==> src/rtl/std_sram_singleport_requester.sv <==
// Single-port SRAM requester: forwards valid/ready requests straight onto the
// SRAM pins and collects read data into a credit-protected response FIFO.
// A credit counter covers reads in flight plus FIFO occupancy. Every accepted
// read is therefore guaranteed a FIFO slot when its data returns.
module std_sram_singleport_requester #(
  parameter int ADDR_WIDTH   = 1,
  parameter int DATA_WIDTH   = 1,
  parameter int READ_LATENCY = 1,
  parameter int RSP_DEPTH    = 4
) (
  input  logic                  clk,
  input  logic                  areset,
  input  logic                  req_valid,
  output logic                  req_ready,
  input  logic                  req_we,
  input  logic [ADDR_WIDTH-1:0] req_addr,
  input  logic [DATA_WIDTH-1:0] req_wdata,
  output logic                  rsp_valid,
  input  logic                  rsp_ready,
  output logic [DATA_WIDTH-1:0] rsp_rdata,
  output logic                  sram_en,
  output logic                  sram_we,
  output logic [ADDR_WIDTH-1:0] sram_addr,
  output logic [DATA_WIDTH-1:0] sram_din,
  input  logic [DATA_WIDTH-1:0] sram_dout
);

  localparam int CW = $clog2(RSP_DEPTH + 1);
  localparam int PW = (RSP_DEPTH > 1) ? $clog2(RSP_DEPTH) : 1;
  localparam logic [CW-1:0] DEPTH_C  = CW'(RSP_DEPTH);
  localparam logic [PW-1:0] LAST_PTR = PW'(RSP_DEPTH - 1);

  logic [CW-1:0]           credit_q, credit_d;
  logic [CW-1:0]           count_q, count_d;
  logic [PW-1:0]           wrPtr_q, rdPtr_q;
  logic [READ_LATENCY-1:0] valid_q;
  logic [DATA_WIDTH-1:0]   mem_q [RSP_DEPTH];

  logic rdAccept;
  logic push;
  logic pop;
  logic full;

  // req_ready depends only on the registered credit count and reset, so
  // downstream rsp_ready can never reach it combinationally.
  assign req_ready = (credit_q < DEPTH_C) & ~areset;

  // The request goes straight onto the SRAM pins in the handshake cycle.
  assign sram_en   = req_valid & req_ready;
  assign sram_we   = req_we;
  assign sram_addr = req_addr;
  assign sram_din  = req_wdata;

  assign rdAccept  = sram_en & ~req_we;
  assign push      = valid_q[READ_LATENCY-1];
  assign rsp_valid = (count_q != '0);
  assign pop       = rsp_valid & rsp_ready;
  assign full      = (count_q == DEPTH_C);
  assign rsp_rdata = mem_q[rdPtr_q];

  // Next credit and occupancy: a simultaneous increment and decrement cancel out.
  always_comb begin
    credit_d = credit_q;
    count_d  = count_q;
    if (rdAccept && !pop) begin
      credit_d = credit_q + 1'b1;
    end else if (!rdAccept && pop) begin
      credit_d = credit_q - 1'b1;
    end
    if (push && !pop) begin
      count_d = count_q + 1'b1;
    end else if (!push && pop) begin
      count_d = count_q - 1'b1;
    end
  end

  // Control state. Reset drops all in-flight reads and empties the FIFO.
  always_ff @(posedge clk or posedge areset) begin
    if (areset) begin
      credit_q <= '0;
      count_q  <= '0;
      wrPtr_q  <= '0;
      rdPtr_q  <= '0;
      valid_q  <= '0;
    end else begin
      credit_q   <= credit_d;
      count_q    <= count_d;
      valid_q[0] <= rdAccept;
      for (int i = 1; i < READ_LATENCY; i++) begin
        valid_q[i] <= valid_q[i-1];
      end
      if (push) begin
        wrPtr_q <= (wrPtr_q == LAST_PTR) ? '0 : wrPtr_q + 1'b1;
      end
      if (pop) begin
        rdPtr_q <= (rdPtr_q == LAST_PTR) ? '0 : rdPtr_q + 1'b1;
      end
    end
  end

  // FIFO storage has no reset. Its contents are ignored whenever the FIFO is empty.
  always_ff @(posedge clk) begin
    if (push) begin
      mem_q[wrPtr_q] <= sram_dout;
    end
  end

  // The credit gate should make a push into a full FIFO impossible.
  always @(posedge clk) begin
    if (!areset) begin
      assert (!(push && full));
    end
  end

endmodule

==> config.mk <==
export PLATFORM = sky130hd
export DESIGN_NAME = std_sram_singleport_requester
export DESIGN_NICKNAME = d
export VERILOG_FILES = /design/src/rtl/std_sram_singleport_requester.sv
export SDC_FILE = /design/constraint.sdc
export NUM_CORES = 1
export LEC_CHECK = 0
export ABC_AREA = 1
export ABC_CLOCK_PERIOD_IN_PS = 2300
export BUFFER_PORTS_ARGS = -buffer_cell sky130_fd_sc_hd__buf_2
export CORE_MARGIN = 1.5
export CORE_UTILIZATION = 53
export CTS_CLUSTER_DIAMETER = 200
export DETAILED_ROUTE_END_ITERATION = 16
export PLACE_DENSITY = 0.76
export SYNTH_ARGS = -nofsm -noshare
export SYNTH_HDL_FRONTEND = slang
export SYNTH_SLANG_ARGS = --single-unit
==> constraint.sdc <==
create_clock -name clk -period 2.3 [get_ports clk]
set_input_delay 0.46 -clock clk [delete_from_list [all_inputs] [get_ports clk]]
set_output_delay 0.46 -clock clk [all_outputs]
set_load 0.02 [all_outputs]
After elaboration in Yosys (flattened, before gate mapping)
Memories as Yosys holds them, arrays and structs flattened.
Index checks and enable logic that the tools add are counted.
{"block": "totals", "mem_bits_rw": 4, "memories": 1, "out_inout_bits": 7, "regBits": 11, "word_cells": 39, "inputBits": 8}
{"block": "op_classes", "n_reduce_logical": 10, "muxes": 8, "n_addsub": 6, "eq_ne": 2, "n_bitwise": 6, "magnitude_cmp": 1}
{"memory": "mem_q", "depth": 4, "word_bits": 1, "rd": 1, "rd_ports_with_merged_regs": 0, "write_ports": 1, "line_no": "37", "text": "logic [DATA_WIDTH-1:0] mem_q [RSP_DEPTH];"}
{"cell": "3-bit 2-to-1 mux", "n": 4}
{"cell": "3-bit by 1-bit adder with 3-bit output (second input constant)", "n": 2}
{"cell": "3-bit by 1-bit subtractor with 3-bit output (second input constant)", "n": 2}
{"cell": "2-bit by 1-bit adder with 2-bit output (second input constant)", "n": 2}
{"cell": "1-bit AND", "n": 4}
{"cell": "2-bit == test (second input constant)", "n": 2}
{"cell": "1-bit logical AND", "n": 4}
{"cell": "2-bit 2-to-1 mux", "n": 2}
{"cell": "2-bit nonzero test", "n": 2}
{"cell": "1-bit zero test", "n": 3}
{"cell": "3-bit less-than comparator (second input constant)", "n": 1}
{"cell": "3-bit nonzero test", "n": 1}
{"cell": "1-bit 2-to-1 mux", "n": 2}
{"cell": "1-bit inverter", "n": 2}

Depth between registers and ports, before layout
{"block": "depth", "word_depth": 8, "depth_mapped": 11, "depth_no_buf": 11}

Least setup slack after synthesis
OpenSTA, ideal clock, no wires.
{"block": "synth_path", "kind": "in2reg", "start": "input port areset", "end": "register credit_q[2]", "required_ns": 2.183, "setup_time_ns": 0.117, "t_arrival_ns": 1.855, "slack_ns": 0.328, "path_buffers": 0, "cell_stages": 10, "path_cell_list": "nor2_1 -> nand2_1 -> nor2_1 -> ha_1 -> inv_1 -> fa_1 -> nand2_1 -> nand3_1 -> nand2_1 -> nand2_1"}
{"block": "synth_via", "elab_chain_cells": 7, "elab_cells_between_ends": 9, "classes_between": "mux: 1; bitwise: 4; reduce/logical: 4"}
{"element": "from (decl)", "line_no": "12", "text": "input logic areset,"}
{"element": "1-bit inverter (*)", "line_no": "46", "text": "assign req_ready = (credit_q < DEPTH_C) & ~areset;"}
{"element": "1-bit AND (*)", "line_no": "46"}
{"element": "1-bit AND (*)", "line_no": "49", "text": "assign sram_en = req_valid & req_ready;"}
{"element": "1-bit AND (*)", "line_no": "54", "text": "assign rdAccept = sram_en & ~req_we;"}
{"element": "named net rdAccept", "line_no": "39", "text": "logic rdAccept;"}
{"element": "1-bit zero test", "line_no": "67", "text": "end else if (!rdAccept && pop) begin"}
{"element": "1-bit logical AND", "line_no": "67"}
{"element": "2-bit nonzero test (no line)"}
{"element": "to (signal assigned)", "line_no": "86", "text": "credit_q <= credit_d;"}
{"element": "to (decl)", "line_no": "33", "text": "logic [CW-1:0] credit_q, credit_d;"}
The timed path passes the listed nets; every way through them passes the cells marked *.
A chain may end at the register's enable or synchronous reset.

Worst setup path after layout
{"block": "layout_path", "start": "register credit_q[2]", "end": "register credit_q[2]"}
{"block": "layout_via", "elab_chain_cells": 7, "elab_cells_between_ends": 12, "classes_between": "add/sub: 2; order compare: 1; mux: 2; bitwise: 3; reduce/logical: 4"}
{"element": "3-bit less-than comparator (*)", "line_no": "46"}
{"element": "1-bit AND (*)", "line_no": "46"}
{"element": "1-bit AND (*)", "line_no": "49"}
{"element": "1-bit AND (*)", "line_no": "54"}
{"element": "named net rdAccept", "line_no": "39"}
{"element": "1-bit zero test", "line_no": "67"}
{"element": "1-bit logical AND", "line_no": "67"}
{"element": "2-bit nonzero test (no line)"}
The timed path passes the listed nets; every way through them passes the cells marked *. The select of a mux whose other input is x is not followed.

==> reports/metrics.cfg <==
[job]
max_cap_violations = 0

[finish]
diodes = 0
area_growth_pct = 8.83
drive_gt1_share_pct = 15.4
instances_no_fill = 120
final_nets = 122

[floorplan]
fp.dieH_um = 42.7
dieArea_um2 = 1820
initial_core_util_pct = 56.1
row_count = 14
core_um2 = 1490
io-pin-count = 15
dieWidth_um = 42.7

[worst_setup_path]
path_max_fanout = 3
crit_path_top_delay_cell = dfrtp_1
startpoint_type = register
cp_top_family = simple AND/OR/NAND/NOR gates
cpMostUsedCell = nand2_1
path_class = register to register
crit_chain = nor2_1 > nand2_1 > nor2_1 > ha_1 > inv_1 > fa_1 > nand2_1 > nand3_1 > nand2_1 > nand2_1
r2r_end = credit_q[2]
endpoint_kind = register
critPathRequiredTime_ns = 2.47
rrSetupSlack_ns = 0.54
critPathBufInv = 1
reg2reg_depth = 10
crit_arrival_ns = 1.93
r2r-start = credit_q[2]
cpPeakStageDelay_ns = 0.40

[synthesis]
ys_seq_elements = 15
netlist.area_leader.share_pct = 32.9
netlist_area_um2 = 836
yosys-top-cells-count = nand2_1, inv_1, dfrtp_1
syn_area_per_cell_um2 = 8.99
synth_edf_count = 4
ys_top_cells_by_area = dfrtp_1, edfxtp_1, nand2_1, ha_1, inv_1
async_flop_share_pct = 73.3
synth_most_common_cell = nand2_1
netlist_instances = 93
synth_seq_area_share_pct = 47.3
ys_warn_count = 0
synth-main-ff-cell = dfrtp_1
synth.distinct_cells = 18
synth.largest_area_cell = dfrtp_1
syn-num-nets = 110

[clock_network]
postCtsHoldBufs = 0
cts_tree = built
clkLatencyLatePin_ns = 0.27
cts_buffers = 3
clk_path_buf_depth = 2
clkSinkCount = 15
post_cts_resized = 0
path_clk_slew_ns = 0.08
postCtsSetupBuffers = 0
cts-root-buf = clkbuf_4
htree_levels = 1

[drt]
first_iter_violations = 13
ant_nets = 0
routedWlPerCell_um = 10.5
vias = 584
drc = 0
routed_wl_um = 1260
via_per_inst = 4.87
dr.pass1.iters = 4

[power_and_ir_drop]
power.leakage_nw = 0.511
power.density_nw_per_um2 = 1160
ir_drop_mv = 0.661

[timing]
slew_headroom_pct = 72.0
report.final.slew_viol_count = 0
setup_viol = 0
period_needed_ns = 1.76
fin_crit_sh_pct = 76.6
skew_ns = 0.00219
tns_ns = 0
rsz0062_at_grt = no
hold_violations = 0
worst_pin_slew_ns = 0.420
fmax_mhz = 567

[status]
status = finished clean

[hold_path]
min_path_type = input pin to async pin

[grt]
grt_overflow = 0
grt.total_usage_pct = 17.5
grt_pass1_wl_um = 2330
antenna_found_initial = 0
grt_max_degree = 12
grt_pass1_vias = 604

[place]
place_congestion = 0.672
io_buffers = 10
hpwl_um = 1000
place_inst = 116

==> placed cells by master (no fill, tap or decap) <==
master and n:
o211ai_1 1, ha_1 7, a21oi_1 1, nand4_1 2, clkbuf_1 1, nand2_1 28
fa_1 2, nand3_1 4, or2_1 1, edfxtp_1 4, nor2_2 1, inv_1 18
xnor2_1 2, dfrtp_1 11, buf_2 10, nor2_1 4, clkbuf_4 3, nand2_4 1
nand2_2 1, o21ai_0 2
==> metrics by stage <==
stage / total power, W / setup slack, ns / instance area [um^2] / utilization (%) / hold slack [ns]
2_1_floorplan: 0.000811 / 0.328 / 836 / - / 0.312
3_3_place_gp: 0.000894 / 0.444 / 883 / 59.3 / 0.454
3_5_place_dp: 0.000922 / 0.369 / 883 / 59.3 / 0.458
4_1_cts: 0.00107 / 0.526 / 910 / 61.1 / 0.183
5_1_grt: 0.00117 / 0.360 / 910 / 61.1 / 0.210
6_report: 0.00106 / 0.537 / 910 / 61.1 / 0.176
==> power by group <==
| group | internal [W] | leakage (nW) | total [W] | switching [W] |
|---|---|---|---|---|
| registers | 0.000368 | 0.171 | 0.000464 | 0.0000953 |
| logic | 0.000186 | 0.325 | 0.000450 | 0.000264 |
| clock network | 0.0000671 | 0.0150 | 0.000143 | 0.0000759 |
==> registers in the layout, indices dropped and copies added (netlist names) <==
signal    count
mem_q         4
rdPtr_q       2
count_q       3
wrPtr_q       2
push          1
credit_q      3
==> metal layers <==
layer  GRT usage, %  routed length (um)
met2           30.0                 676
met3           5.53                  24
met5              0                   0
met1           20.2                 557
met4           6.25                   0
==> cells by family after synthesis <==
logic type	Yosys count	share of synthesized area [%]
buffers and inverters	21	10.8
adder cells (fa/ha/maj)	9	15.3
XOR/XNOR	2	2.10
flip-flops	15	47.3
AND/OR/NAND/NOR	42	21.9
AO/OA/AOI/OAI	4	2.69
==> area by class of cell <==
| class | instances | area [um^2] |
|---|---|---|
| multi-input combinational | 57 | 350 |
| sequential | 15 | 395 |
| clock buffer | 4 | 26.3 |
| tap | 16 | 20.0 |
| fill | 138 | 579 |
| inverter | 18 | 67.6 |
| timing repair buffer | 10 | 50.0 |
==> worst max path at each step <==
stage	from	to	slack, ns	depth (start not counted)
after detailed placement	areset	credit_q[2]	0.37	11
after CTS	credit_q[2]	credit_q[2]	0.53	10
after floorplan	areset	credit_q[2]	0.33	10
after global placement	areset	credit_q[2]	0.44	11
after global routing	credit_q[2]	credit_q[2]	0.36	10
final	credit_q[2]	credit_q[2]	0.54	10
(Power assumes the default switching activity.)
